**src/rtl/ring_monitor.sv**
```systemverilog
// Ring counter checker: tracks the one-hot rotation, counts wraps, flags faults and pulses reinit_o.
// Latency: ring_i is reflected on pos_o/err_o one edge later. No backpressure: a sample is consumed every cycle.
module ring_monitor #(
  parameter int N          = 4,
  parameter int ROT_W      = 8,
  parameter int REINIT_CYC = 2,
  localparam int PW        = $clog2(N)
) (
  input  logic             clk_i,
  input  logic             clr_i,
  input  logic             step_i,
  input  logic [N-1:0]     ring_i,
  input  logic             auto_i,
  input  logic             ack_i,
  output logic [PW-1:0]    pos_o,
  output logic             valid_o,
  output logic [ROT_W-1:0] rot_o,
  output logic             err_o,
  output logic [3:0]       err_cnt_o,
  output logic             reinit_o
);

  localparam int RCW = $clog2(REINIT_CYC + 1);
  localparam logic [RCW-1:0] RC_LAST = RCW'(REINIT_CYC - 1);

  typedef enum logic [1:0] {IDLE, TRACK, FAULT, REINIT} state_t;

  state_t           state_q, state_d;
  logic [N-1:0]     ring_q;
  logic             step_q;
  logic [RCW-1:0]   rc_q, rc_d;
  logic [PW-1:0]    pos_d;
  logic             valid_d, err_d, reinit_d;
  logic [ROT_W-1:0] rot_d;
  logic [3:0]       cnt_d;

  logic [N-1:0]  exp_ring;
  logic          onehot;
  logic [PW-1:0] idx;

  // The ring shifts at the end of a stepped cycle, so the prediction is built from last cycle's sample.
  assign exp_ring = step_q ? {ring_q[N-2:0], ring_q[N-1]} : ring_q;
  assign onehot   = (ring_i != '0) && ((ring_i & (ring_i - 1'b1)) == '0);

  always_comb begin
    idx = '0;
    for (int i = 0; i < N; i++) begin
      if (ring_i[i]) idx = PW'(i);
    end
  end

  always_comb begin
    state_d  = state_q;
    pos_d    = pos_o;
    valid_d  = valid_o;
    rot_d    = rot_o;
    err_d    = err_o;
    cnt_d    = err_cnt_o;
    reinit_d = reinit_o;
    rc_d     = rc_q;
    // Clear comes first so a fault on the same edge overrides it.
    if (ack_i) err_d = 1'b0;
    case (state_q)
      IDLE: begin
        valid_d  = 1'b0;
        reinit_d = 1'b0;
        if (onehot) begin
          state_d = TRACK;
          pos_d   = idx;
          valid_d = 1'b1;
        end
      end
      TRACK: begin
        if (onehot && (ring_i == exp_ring)) begin
          pos_d   = idx;
          valid_d = 1'b1;
          if (step_q && ring_q[N-1] && ring_i[0]) rot_d = rot_o + 1'b1;
        end else begin
          state_d = FAULT;
          err_d   = 1'b1;
          valid_d = 1'b0;
          if (err_cnt_o != 4'hF) cnt_d = err_cnt_o + 4'd1;
        end
      end
      FAULT: begin
        valid_d = 1'b0;
        if (auto_i || ack_i) begin
          state_d  = REINIT;
          reinit_d = 1'b1;
          rc_d     = '0;
        end
      end
      REINIT: begin
        valid_d = 1'b0;
        if (rc_q == RC_LAST) begin
          state_d  = IDLE;
          reinit_d = 1'b0;
        end else begin
          rc_d = rc_q + 1'b1;
        end
      end
      default: state_d = IDLE;
    endcase
  end

  always_ff @(posedge clk_i or posedge clr_i) begin
    if (clr_i) begin
      state_q   <= IDLE;
      ring_q    <= '0;
      step_q    <= 1'b0;
      rc_q      <= '0;
      pos_o     <= '0;
      valid_o   <= 1'b0;
      rot_o     <= '0;
      err_o     <= 1'b0;
      err_cnt_o <= '0;
      reinit_o  <= 1'b0;
    end else begin
      state_q   <= state_d;
      ring_q    <= ring_i;
      step_q    <= step_i;
      rc_q      <= rc_d;
      pos_o     <= pos_d;
      valid_o   <= valid_d;
      rot_o     <= rot_d;
      err_o     <= err_d;
      err_cnt_o <= cnt_d;
      reinit_o  <= reinit_d;
    end
  end

endmodule

```
**config.mk**
```make
export PLATFORM = sky130hd
export DESIGN_NAME = ring_monitor
export DESIGN_NICKNAME = d
export VERILOG_FILES = /design/src/rtl/ring_monitor.sv
export SDC_FILE = /design/constraint.sdc
export NUM_CORES = 1
export LEC_CHECK = 0
export ABC_AREA = 1
export CELL_PAD_IN_SITES_DETAIL_PLACEMENT = 0
export CELL_PAD_IN_SITES_GLOBAL_PLACEMENT = 1
export CORE_MARGIN = 4
export CORE_UTILIZATION = 42
export DETAILED_ROUTE_END_ITERATION = 8
export PLACE_DENSITY = 0.88
export REMOVE_ABC_BUFFERS = 1
export SYNTH_ARGS = -nofsm -noshare
export SYNTH_HDL_FRONTEND = slang
export SYNTH_SLANG_ARGS = --single-unit
```
**constraint.sdc**
```tcl
create_clock -name clk_i -period 4.5 [get_ports clk_i]
set_clock_uncertainty 0.1 [all_clocks]
set_input_delay 0.9 -clock clk_i [delete_from_list [all_inputs] [get_ports clk_i]]
set_output_delay 0.9 -clock clk_i [all_outputs]
set_load 0.02 [all_outputs]
```
==> metrics, run 1 <==
Final Hold Vio Count=0; total global-route track usage=13.6%; commonest cells after routing, fill and taps aside=72 x nand2_1, 26 x nand3_1, 26 x dfrtp_1; layout net count=257; power density cells=462 nW/µm²; # rows=22; Starting DRT DRC Count=66; setup tns final=0 ps; Final Instance Count excl. Fillers=287; final WL=3190 µm; max frequency=425 MHz; die height=70.9 µm; # IOs=26; Port Buffers=25; max cap viols=0; vias in the first global route=1262; pre-CTS worst setup slack=1870 ps; GRT overflow=0; Pre-antenna DRT Iters=4; initial antenna violation count=0; crit share post-route=52.3%; Synth warnings=0; fraction of layout cells with a size suffix above 1=12.6%; crit end category=primary output; largest fanout on the critical path=6; family with the most delay on the worst path=buffers and inverters; CP bufs+invs=1; setup repair after global routing missed its margin=false; global-route wire length before repair=5640 µm; core area=3740 µm²; status=complete, no violations; Hold Crit Class=reg -> reg; # diodes=0; worst IR drop on VDD=0.274 mV; placed instance count=283; Slew Viols, Final=0; CP required=3500 ps; final setup margin=2150 ps; htree depth=1; Sink Count=26; Mapped Area=1660 µm²; crit-path cells=clkdlybuf4s50_1; clock root cell=clkbuf_8; sequential area share after synthesis=39.1%; Initial Util=44.4%; post-detail-place hpwl=2430 µm; clock buffer depth=2; GPL Wtd Cong=0.774; Area growth syn-to-layout=20.8%; hold buffer count at CTS=0; die outline width=70.9 µm; Crit path arrival time=1350 ps; filler instances=383; Die ar.=5030 µm²; register bit total from synthesis=26; Post-CTS Setup Inserts=0; CP peak stage delay=640 ps; pin count of the biggest net entering global routing=27; post_cts resized=0; Leak=1.03 nW; Final min period=2350 ps; vias=1367; Num CTS Buffers=3; final setup violation count=0; DR DRC count=0; Skew-Pair Late Insertion Delay=270 ps; Reg clk slew, reported paths=90 ps; post-synthesis area per instance=7.81 µm²; ANT nets after route=0; CP Launch Type=flip-flop; actual slew at the worst max-slew pin=1030 ps; CP Class=reg -> out; wire per inst=11.1 µm; Crit-path slowest cell=clkdlybuf4s50_1; CTS tree=yes; Post-Syn Instances=213; R2R setup slack=2630 ps; vias per cell=4.76; Synth cell types=28; Relative slew margins=31.5%; commonest non-fill, non-tap cell in the layout=nand2_1
[power breakdown]
group          internal (mW)  switching [mW]
Clock                 0.0782          0.0731
Sequential             0.293          0.0488
Combinational          0.184           0.252
Total                  0.556           0.373
[metal layers]
metal / vias up / part of all wire (%) / track usage [%] / routed length, µm
met5: - / 0 / 0 / 0
met2: 13 / 47 / 21.4 / 1490
met4: 0 / 0.94 / 3.13 / 30
met3: 4 / 2.2 / 2.41 / 70
li1: 743 / - / - / -
met1: 607 / 50 / 19.4 / 1600
[cell type report]
| class | count | area, µm² | area share (%) |
|---|---|---|---|
| Sequential cell | 26 | 651 | 32.4 |
| Inverter | 25 | 101 | 5.04 |
| Multi-Input combinational cell | 159 | 892 | 44.4 |
| Timing Repair Buffer | 25 | 250 | 12.5 |
| Tap cell | 48 | 60.1 | 2.99 |
| Clock buffer | 4 | 55.1 | 2.74 |
[logic make-up after synthesis]
kind of cell	share of synthesized area, %
compound gates	4.21
xor+xnor	3.69
fa+ha+maj	6.02
buf+inv	7.22
flops	39.1
mux	0.602
simple gates	39.1
[synthesized netlist by cell type (all sizes together)]
cell type / number / area (µm²)
nand2: 80 / 330
nand3: 28 / 158
dfrtp: 26 / 651
inv: 25 / 101
nor2: 13 / 81.3
nand4: 12 / 81.3
ha: 8 / 100
o21ai: 4 / 23.8
xor2: 4 / 35.0
a21oi: 3 / 26.3
xnor2: 3 / 26.3
clkbuf: 2 / 7.51
a31oi: 1 / 6.26
buf: 1 / 11.3
mux2i: 1 / 10.0
o21a: 1 / 7.51
o22ai: 1 / 6.26
[through the flow]
stage               hold slack [ps]  util, %  power [mW]  cell area [µm²]
global placement                363     52.2       0.785             1950
floorplan                       357        -       0.643             1640
finish                          387     53.7       0.929             2010
CTS                             394     53.7       0.942             2010
global route                    411     53.7        1.01             2010
detailed placement              368     52.2       0.787             1950
[flip-flops by register name, summed over array words and instances, names as in the netlist]
register / flops
err_cnt_o: 4
err_o: 1
pos_o: 2
rc_q: 2
reinit_o: 1
ring_q: 4
rot_o: 8
state_q: 2
step_q: 1
valid_o: 1
[path summary, 6_finish.rpt]
check                            from  cells past startpoint   endpoint
setup / recovery             rot_o[5]                      1   rot_o[5]
hold / removal                rc_q[0]                      1    rc_q[0]
setup reg to reg           state_q[1]                      5   rot_o[6]
hold reg to reg               rc_q[0]                      1    rc_q[0]
max in group asynchronous       clr_i                      2  ring_q[1]
min in group asynchronous       clr_i                      2   rot_o[0]
(Power assumes the default switching activity.)
==> inputs of run 2 (changes only) <==
--- a/config.mk
+++ b/config.mk
@@ -9,9 +9,9 @@
 export CELL_PAD_IN_SITES_DETAIL_PLACEMENT = 0
 export CELL_PAD_IN_SITES_GLOBAL_PLACEMENT = 1
 export CORE_MARGIN = 4
-export CORE_UTILIZATION = 42
+export CORE_UTILIZATION = 39
 export DETAILED_ROUTE_END_ITERATION = 8
-export PLACE_DENSITY = 0.88
+export PLACE_DENSITY = 0.83
 export REMOVE_ABC_BUFFERS = 1
 export SYNTH_ARGS = -nofsm -noshare
 export SYNTH_HDL_FRONTEND = slang
==> constraint.sdc (replaced) <==
create_clock -name clk_i -period 2.4 [get_ports clk_i]
set_clock_uncertainty 0.1 [all_clocks]
set_input_delay 0.48 -clock clk_i [delete_from_list [all_inputs] [get_ports clk_i]]
set_output_delay 0.48 -clock clk_i [all_outputs]
set_load 0.02 [all_outputs]
==> run 2 against run 1 <==
Count of clock-buffer cells in the layout unchanged; largest cell class unchanged; register-to-register slack got worse by 2000 ps; sequential power up 89%; final area up 1.2%; sequential share of layout area shrank 0.40 points; routed wire length grew 4.0%; utilization down 3.5 points; worst hold slack improved by 0.80 ps; critical path depth unchanged; worst setup slack lost 1700 ps; largest power group unchanged; power up 91%; non-clock buffer count is 3 higher.
==> metrics, run 2 (same netlist as run 1, synthesis figures left out) <==
Total Power=1.77 mW (+91%); final setup violation count=0 (unchanged); Seq pwr share=36.5% (-0.3 points); CP Launch Type=flip-flop; GRT overflow=0 (unchanged); vias per cell=4.79 (+0.66%); vias=1400 (+2.4%); setup tns final=0 ps (unchanged); R2R setup slack=670 ps (-1960 ps); pre-CTS worst setup slack=176 ps (-1700 ps); clock network power share=16.4% (about the same); final setup margin=455 ps (-1690 ps); Area growth syn-to-layout=22.3%; Worst Hold End=rc_q[0]; commonest cells after routing, fill and taps aside=72 x nand2_1, 26 x nand3_1, 26 x dfrtp_1; Hold Path Depth=1 (unchanged); Relative slew margins=73.0% (+42 points); Final Hold Vio Count=0 (unchanged); final core occ=50.1% (-3.5 points); status=complete, no violations; cells on worst reg2reg path=9 (+4); Initial Util=41.0% (-3.4 points); pin count of the biggest net entering global routing=27 (unchanged); Num CTS Buffers=3 (unchanged); clock root cell=clkbuf_8; # diodes=0 (unchanged); total global-route track usage=14.1% (+0.49 points); M1 wire length=1680 µm (+5.1%); max frequency=514 MHz; final WL=3320 µm (+4.0%); crit-path cells=clkdlybuf4s50_1; largest fanout on the critical path=6 (unchanged); wire per inst=11.4 µm (+2.2%); Crit path arrival time=1360 ps (about the same); worst r2r src=step_q; core area=4060 µm² (+8.4%); power density cells=870 nW/µm² (+88%); sw frac=40.5% (+0.26 points); Slew Viols, Final=0 (unchanged); global-route wire length before repair=6050 µm (+7.3%); max cap viols=0 (unchanged); GPL Wtd Cong=0.754 (-2.6%); layout net count=260 (+1.2%); wire length on met3=110 µm (+57%); crit share post-route=81.0%; die height=73.3 µm (+3.3%); Post-CTS Setup Inserts=0 (unchanged); post-detail-place hpwl=2570 µm (+5.7%); crit end category=primary output; htree depth=1 (unchanged); Hold Crit Class=reg -> reg; fraction of layout cells with a size suffix above 1=13.6% (+1.1 points); Pint=1.05 mW (+90%); family with the most delay on the worst path=buffers and inverters; Cell Area, Placed=1980 µm² (+1.3%); most flop-heavy register=rot_o; # rows=23 (+4.5%); Leak=1.05 nW (+1.5%); placed instance count=288 (+1.8%); initial antenna violation count=0 (unchanged); worst IR drop on VDD=0.470 mV (+71%); biggest regs=rot_o: 8 flops, err_cnt_o: 4 flops, ring_q: 4 flops; Reg-to-Reg End=rot_o[5]; Die ar.=5370 µm² (+6.8%); CP peak stage delay=640 ps (about the same); hold buffer count at CTS=0 (unchanged); CP required=1820 ps (-1680 ps); Skew-Pair Late Insertion Delay=270 ps (about the same); DR DRC count=0 (unchanged); Pre-antenna DRT Iters=4 (unchanged); CP bufs+invs=1 (unchanged); commonest non-fill, non-tap cell in the layout=nand2_1; Final Instance Count excl. Fillers=292 (+1.7%); ANT nets after route=0 (unchanged); Top Metal Used=met4; routed wl met2=1490 µm (+0.27%); filler instances=393 (+2.6%); Final min period=1940 ps; Sink Count=26 (unchanged); post_cts resized=0 (unchanged); CP Class=reg -> out; Psw=0.716 mW (+92%); Min Hold Slack=388 ps (+0.800 ps); Starting DRT DRC Count=85 (+29%); die outline width=73.3 µm (+3.3%); logic gate share of total power=47.1% (+0.2 points); HP Start=rc_q[0]; max reg flops=8 (unchanged); setup repair after global routing missed its margin=false; # IOs=26 (unchanged); clock buffer depth=2 (unchanged); Port Buffers=25 (unchanged); vias in the first global route=1316 (+4.3%); final instance area=2030 µm² (+1.2%); CTS tree=yes; Reg clk slew, reported paths=100 ps (about the same); Crit-path slowest cell=clkdlybuf4s50_1; actual slew at the worst max-slew pin=405 ps (-622 ps)
==> run 2: cell types whose count changed in the layout (fill, tap and decap cells not counted), sizes merged <==
cell | before | now
buf | 0 | 3
==> run 2: final cells by class <==
cell class                 count  area (µm²)  area share (%)
clock buffer                   4        55.1            2.71
timing repair buffer          28         273            13.4
inverter                      25         101            4.98
tap                           50        62.6            3.08
sequential                    26         651            32.0
multi-input combinational    159         892            43.8
==> run 2: power groups by stage <==
stage	clock, mW	combinational (mW)	sequential (mW)
6_report	0.290	0.834	0.646
3_5_place_dp	0	0.840	0.657
2_1_floorplan	0	0.480	0.725
4_1_cts	0.303	0.843	0.649
5_1_grt	0.327	0.942	0.665
3_3_place_gp	0	0.835	0.656
==> run 2: worst max path at each step <==
| stage | slack (ps) | cells after the start | startpoint | endpoint |
|---|---|---|---|---|
| finish | 460 | 1 | rot_o[5] | rot_o[5] |
| floorplan | 850 | 9 | step_q | pos_o[0] |
| global route | 350 | 10 | ring_i[0] | pos_o[1] |
| CTS | 440 | 1 | rot_o[5] | rot_o[5] |
| global placement | 200 | 8 | ring_i[0] | rot_o[3] |
| detailed placement | 180 | 8 | ring_i[0] | rot_o[5] |
==> run 2: metal layers <==
layer / vias to the layer above / track usage [%]
li1: 750 / -
met1: 619 / 20.9
met2: 27 / 21.2
met3: 4 / 2.33
met4: 0 / 3.62
met5: - / 0
==> inputs of run 3 (changes only) <==
==> constraint.sdc (replaced) <==
create_clock -name clk_i -period 1.8 [get_ports clk_i]
set_clock_uncertainty 0.1 [all_clocks]
set_input_delay 0.36 -clock clk_i [delete_from_list [all_inputs] [get_ports clk_i]]
set_output_delay 0.36 -clock clk_i [all_outputs]
set_load 0.02 [all_outputs]
==> run 3 against run 2 <==
Register-to-register slack worse by 490 ps; utilization is 3.1 points higher; clock power is 68% higher; final area is 6.3% higher; combinational power is 35% higher; first-iteration DRC count is 9.4% lower; critical path depth stayed put; count of clock-buffer cells in the layout is 1 lower; global-route usage hardly changed; die area stayed put; worst setup slack worse by 360 ps; via count is 4.3% higher; critical path type unchanged.
==> metrics, run 3 (same netlist as run 1, synthesis figures left out) <==
status=complete, no violations; final core occ=53.3% (+3.1 points); CP Launch Type=flip-flop; area occupied by multi-input gates=901 µm² (+0.98%); Sink Count=26 (unchanged); setup repair after global routing missed its margin=false; post-detail-place hpwl=2660 µm (+3.4%); power density cells=1150 nW/µm² (+32%); Crit path arrival time=1240 ps (-120 ps); biggest regs=rot_o: 8 flops, err_cnt_o: 4 flops, ring_q: 4 flops; R2R setup slack=180 ps (-490 ps); total global-route track usage=14.1% (+0.024 points); Crit-path slowest cell=clkdlybuf4s50_1; Hold Path Depth=1 (unchanged); CP peak stage delay=610 ps (-30 ps); filler instances=393 (unchanged); die outline width=73.3 µm (unchanged); Final min period=1700 ps; Post-CTS Setup Inserts=0 (unchanged); Skew-Pair Late Insertion Delay=270 ps (about the same); HP Start=ring_i[2]; cells on worst reg2reg path=11 (+2); core area=4060 µm² (unchanged); crit end category=primary output; Slew Viols, Final=0 (unchanged); pin count of the biggest net entering global routing=27 (unchanged); Final Hold Vio Count=0 (unchanged); Reg-to-Reg End=pos_o[1]; CP required=1340 ps (-480 ps); layout net count=270 (+3.8%); Die ar.=5370 µm² (unchanged); max frequency=588 MHz; fraction of layout cells with a size suffix above 1=17.1% (+3.4 points); ANT nets after route=0 (unchanged); GRT overflow=0 (unchanged); Worst Hold End=ring_q[2]; Relative slew margins=77.3% (+4.3 points); largest fanout on the critical path=2 (-4); Initial Util=41.0% (unchanged); htree depth=1 (unchanged); Pre-antenna DRT Iters=4 (unchanged); most flop-heavy register=rot_o; initial antenna violation count=0 (unchanged); Total Power=2.48 mW (+40%); # rows=23 (unchanged); vias in the first global route=1373 (+4.3%); CTS tree=yes; Port Buffers=25 (unchanged); hold buffer count at CTS=0 (unchanged); actual slew at the worst max-slew pin=340 ps (-64.7 ps); clock buffer depth=2 (unchanged); crit share post-route=94.5%; # IOs=26 (unchanged); max reg flops=8 (unchanged); CP Class=reg -> out; setup tns final=0 ps (unchanged); die height=73.3 µm (unchanged); Reg area=651 µm² (unchanged); worst r2r src=step_q; commonest non-fill, non-tap cell in the layout=nand2_1; vias per cell=4.83 (+0.83%); Area growth syn-to-layout=30.0%; global-route wire length before repair=6030 µm (-0.35%); CP bufs+invs=1 (unchanged); Hold Crit Class=in -> reg; Num CTS Buffers=3 (unchanged); final setup violation count=0 (unchanged); GPL Wtd Cong=0.795 (+5.4%); vias=1460 (+4.3%); Reg clk slew, reported paths=100 ps (about the same); worst IR drop on VDD=0.697 mV (+48%); Leak=1.26 nW (+21%); # diodes=0 (unchanged); clock root cell=clkbuf_8; crit-path cells=clkdlybuf4s50_1; DR DRC count=0 (unchanged); Starting DRT DRC Count=77 (-9.4%); family with the most delay on the worst path=buffers and inverters; max cap viols=0 (unchanged); wire per inst=11.4 µm (+0.15%); final WL=3440 µm (+3.6%); commonest cells after routing, fill and taps aside=72 x nand2_1, 26 x nand3_1, 26 x dfrtp_1
[run 3: changes by cell type in the layout (fill, tap and decap cells not counted), sizes merged]
cell           before  now
buf                 3   13
clkbuf              4    3
bufinv              0    1
dlymetal6s2s        0    9
dlygate4sd2         0    6
clkdlybuf4s50      25   10
[run 3: final cells by class]
| class | count | share of cell area, % |
|---|---|---|
| multi-input combinational | 159 | 41.7 |
| clock buffer | 3 | 1.91 |
| inverter | 25 | 4.69 |
| tap | 50 | 2.89 |
| timing repair buffer | 38 | 17.4 |
| clock inverter | 1 | 1.39 |
| sequential | 26 | 30.1 |
[run 3: power by group]
| group | total, mW | internal (mW) | switching, mW |
|---|---|---|---|
| Combinational | 1.13 | 0.486 | 0.647 |
| Sequential | 0.858 | 0.734 | 0.124 |
| Clock | 0.486 | 0.297 | 0.189 |
| Total | 2.48 | 1.52 | 0.960 |
[run 3: layer usage]
metal / routed length [µm] / GRT usage (%) / up-vias / share of wire (%)
li1: - / - / 770 / -
met3: 67 / 1.23 / 2 / 1.9
met5: 0 / 0 / - / 0
met1: 1690 / 19.5 / 679 / 49
met2: 1660 / 23.4 / 9 / 48
met4: 23 / 4.23 / 0 / 0.67
[run 3: how the worst max path moves through the flow]
stage | from | to | slack (ps) | cells past startpoint
3_3_place_gp | ring_i[2] | rot_o[7] | -190 | 8
6_report | pos_o[1] | pos_o[1] | 100 | 1
4_1_cts | rot_o[3] | rot_o[3] | 2 | 1
2_1_floorplan | step_q | pos_o[0] | 250 | 9
5_1_grt | ring_i[3] | pos_o[1] | 10 | 10
3_5_place_dp | ring_i[1] | rot_o[7] | -210 | 8
[run 3: repair_timing]
| item | 4_1_cts | 5_1_grt |
|---|---|---|
| endpoints found under the hold margin | 0 | 0 |
| resized for setup | 6 | 10 |
| endpoints found under the setup margin | 6 | 21 |
[run 3: per-stage QoR]
step	hold WS (ps)	setup WS [ps]	area [µm²]	instances
floorplan	291	252	1640	210
global placement	361	-192	2070	298
detailed placement	369	-214	2070	298
CTS	344	2.43	2130	302
global route	228	10.7	2160	302
finish	215	99.9	2160	302
==> RTL change (flow settings as in run 1) <==
Set the parameter `N` to 8 (it was 4).
--- a/src/rtl/ring_monitor.sv
+++ b/src/rtl/ring_monitor.sv
@@ -3,3 +3,3 @@
 module ring_monitor #(
-  parameter int N          = 4,
+  parameter int N          = 8,
   parameter int ROT_W      = 8,
Interface: changed (resized pos_o and ring_i); port bits go from 26 to 31. The function was not compared with the original's and may differ.
==> RTL change against run 1 <==
Design area is 27% higher; synthesized area is 24% higher; largest power group unchanged; combinational power rose by 3%; via count up 33%; sequential cell count grew 5; routed wire length rose by 41%; setup slack got worse by 0.22 ns; clock power increased by 89%; synthesized cell count rose by 32%; power is 21% higher; worst hold slack improved by 0.0012 ns; core utilization shrank 0.15 points.
==> RTL change: results (changes against run 1) <==
Status: finished clean
Fraction of area in multi-input gates: 44.3% (-0.050 points)
HPWL Detailed: 3.48 mm (+43%)
WP data arrival: 2.65 ns (+1.30 ns)
Mux share of post-synthesis cell area: 0.546% (-0.056 points)
Port bufs: 30 (+20%)
Reg clk slew, reported paths: 0.07 ns (-0.02 ns)
Fill cells: 501 (+31%)
Drt initial violations: 67 (+1.5%)
Vias in the first global route: 1759 (+39%)
Clock Power: 0.000286 W (+89%)
Min-delay src: pos_o[0]
Sequential share of cell area: 30.5% (-1.9 points)
Worst slew pin tran: 0.820 ns (-0.206 ns)
Nets: 337 (+31%)
Logic inverters: 35 (+40%)
Routed wl met3: 163 µm (+130%)
Post-synthesis adder-cell area fraction: 4.85% (-1.2 points)
Hold Path Depth: 2 (+1)
Total CTS buffers: 5 (+2)
Met1 WL: 2.11 mm (+32%)
RR Startpoint: step_q
DP Area: 2430 µm² (+24%)
Reg2reg end: pos_o[2]
DR WL met2: 2.13 mm (+43%)
Synth area leaders: dfrtp_1 38%, nand2_1 17%, nand3_1 9.0%, inv_1 5.6%, ha_1 4.9%
Met2 usage: 27.0% (+5.5 points)
Gp weighted congestion: 0.838 (+8.2%)
Clk sinks: 31 (+19%)
Share of cells above drive strength 1: 13.2% (+0.70 points)
Peak VDD IR: 272 µV (-0.88%)
Yosys cell types: 29 (+3.6%)
Crit Path Max Fanout: 5 (-1)
Worst reg-to-reg setup slack: 2.35 ns (-0.28 ns)
Wire per inst: 11.7 µm (+5.5%)
Sequential share of the synthesized area: 37.6% (-1.5 points)
Top flop regs: ring_q: 8 flops, rot_o: 8 flops, err_cnt_o: 4 flops
Nonclk buf count: 31 (+24%)
Clock power frac: 25.3% (+9.0 points)
Met1 Usage GRT: 20.6% (+1.2 points)
R2r worst-path depth: 13 (+8)
Gr usage total: 16.3% (+2.7 points)
LEAKAGE: 1.32 nW (+28%)
[RTL change: changes by cell type in the layout (fill, tap and decap cells not counted), moves of 2 or more]
cell             delta
nand2_2             +8
o21ai_0             +2
clkdlybuf4s50_1     +5
nand3_1            +11
nor3_1              +3
clkbuf_8            +2
nor2_1             +10
inv_1              +12
dfrtp_1             +5
nand2_1            +23
nand4_1             -6
[RTL change: how the worst max path moves through the flow]
stage | start | endpoint | slack (ns) | cells after the start
2_1_floorplan | ring_i[1] | pos_o[0] | 2.38 | 10
3_3_place_gp | ring_i[7] | state_q[1] | 1.65 | 12
3_5_place_dp | ring_i[7] | pos_o[2] | 1.61 | 12
4_1_cts | ring_i[7] | pos_o[2] | 1.92 | 12
5_1_grt | ring_i[6] | state_q[0] | 1.74 | 12
6_report | ring_i[7] | state_q[0] | 1.92 | 12
[RTL change: cells by family after synthesis]
family,after synthesis
AND/OR/NAND/NOR,182
buffers and inverters,38
flip-flops,31
AO/OA/AOI/OAI,13
XOR/XNOR,8
adder cells (fa/ha/maj),8
multiplexers,1
[RTL change: metrics by stage]
step           utilization, %  std cells  worst slack, ns
3_5_place_dp             51.1        376             1.61
5_1_grt                  53.5        384             1.74
6_report                 53.5        384             1.92
3_3_place_gp             51.1        376             1.65
2_1_floorplan               -        278             2.38
4_1_cts                  53.5        384             1.92
[RTL change: worst max-delay path, cell delays in order]
cell,delay (ns)
clkdlybuf4s50_1,0.56
inv_1,0.12
nand2_1,0.15
inv_1,0.07
nand2_1,0.09
nand2_1,0.06
nand2_1,0.05
nand3_1,0.10
a21boi_0,0.31
nand2_1,0.12
nand2_1,0.07
nand2_1,0.05
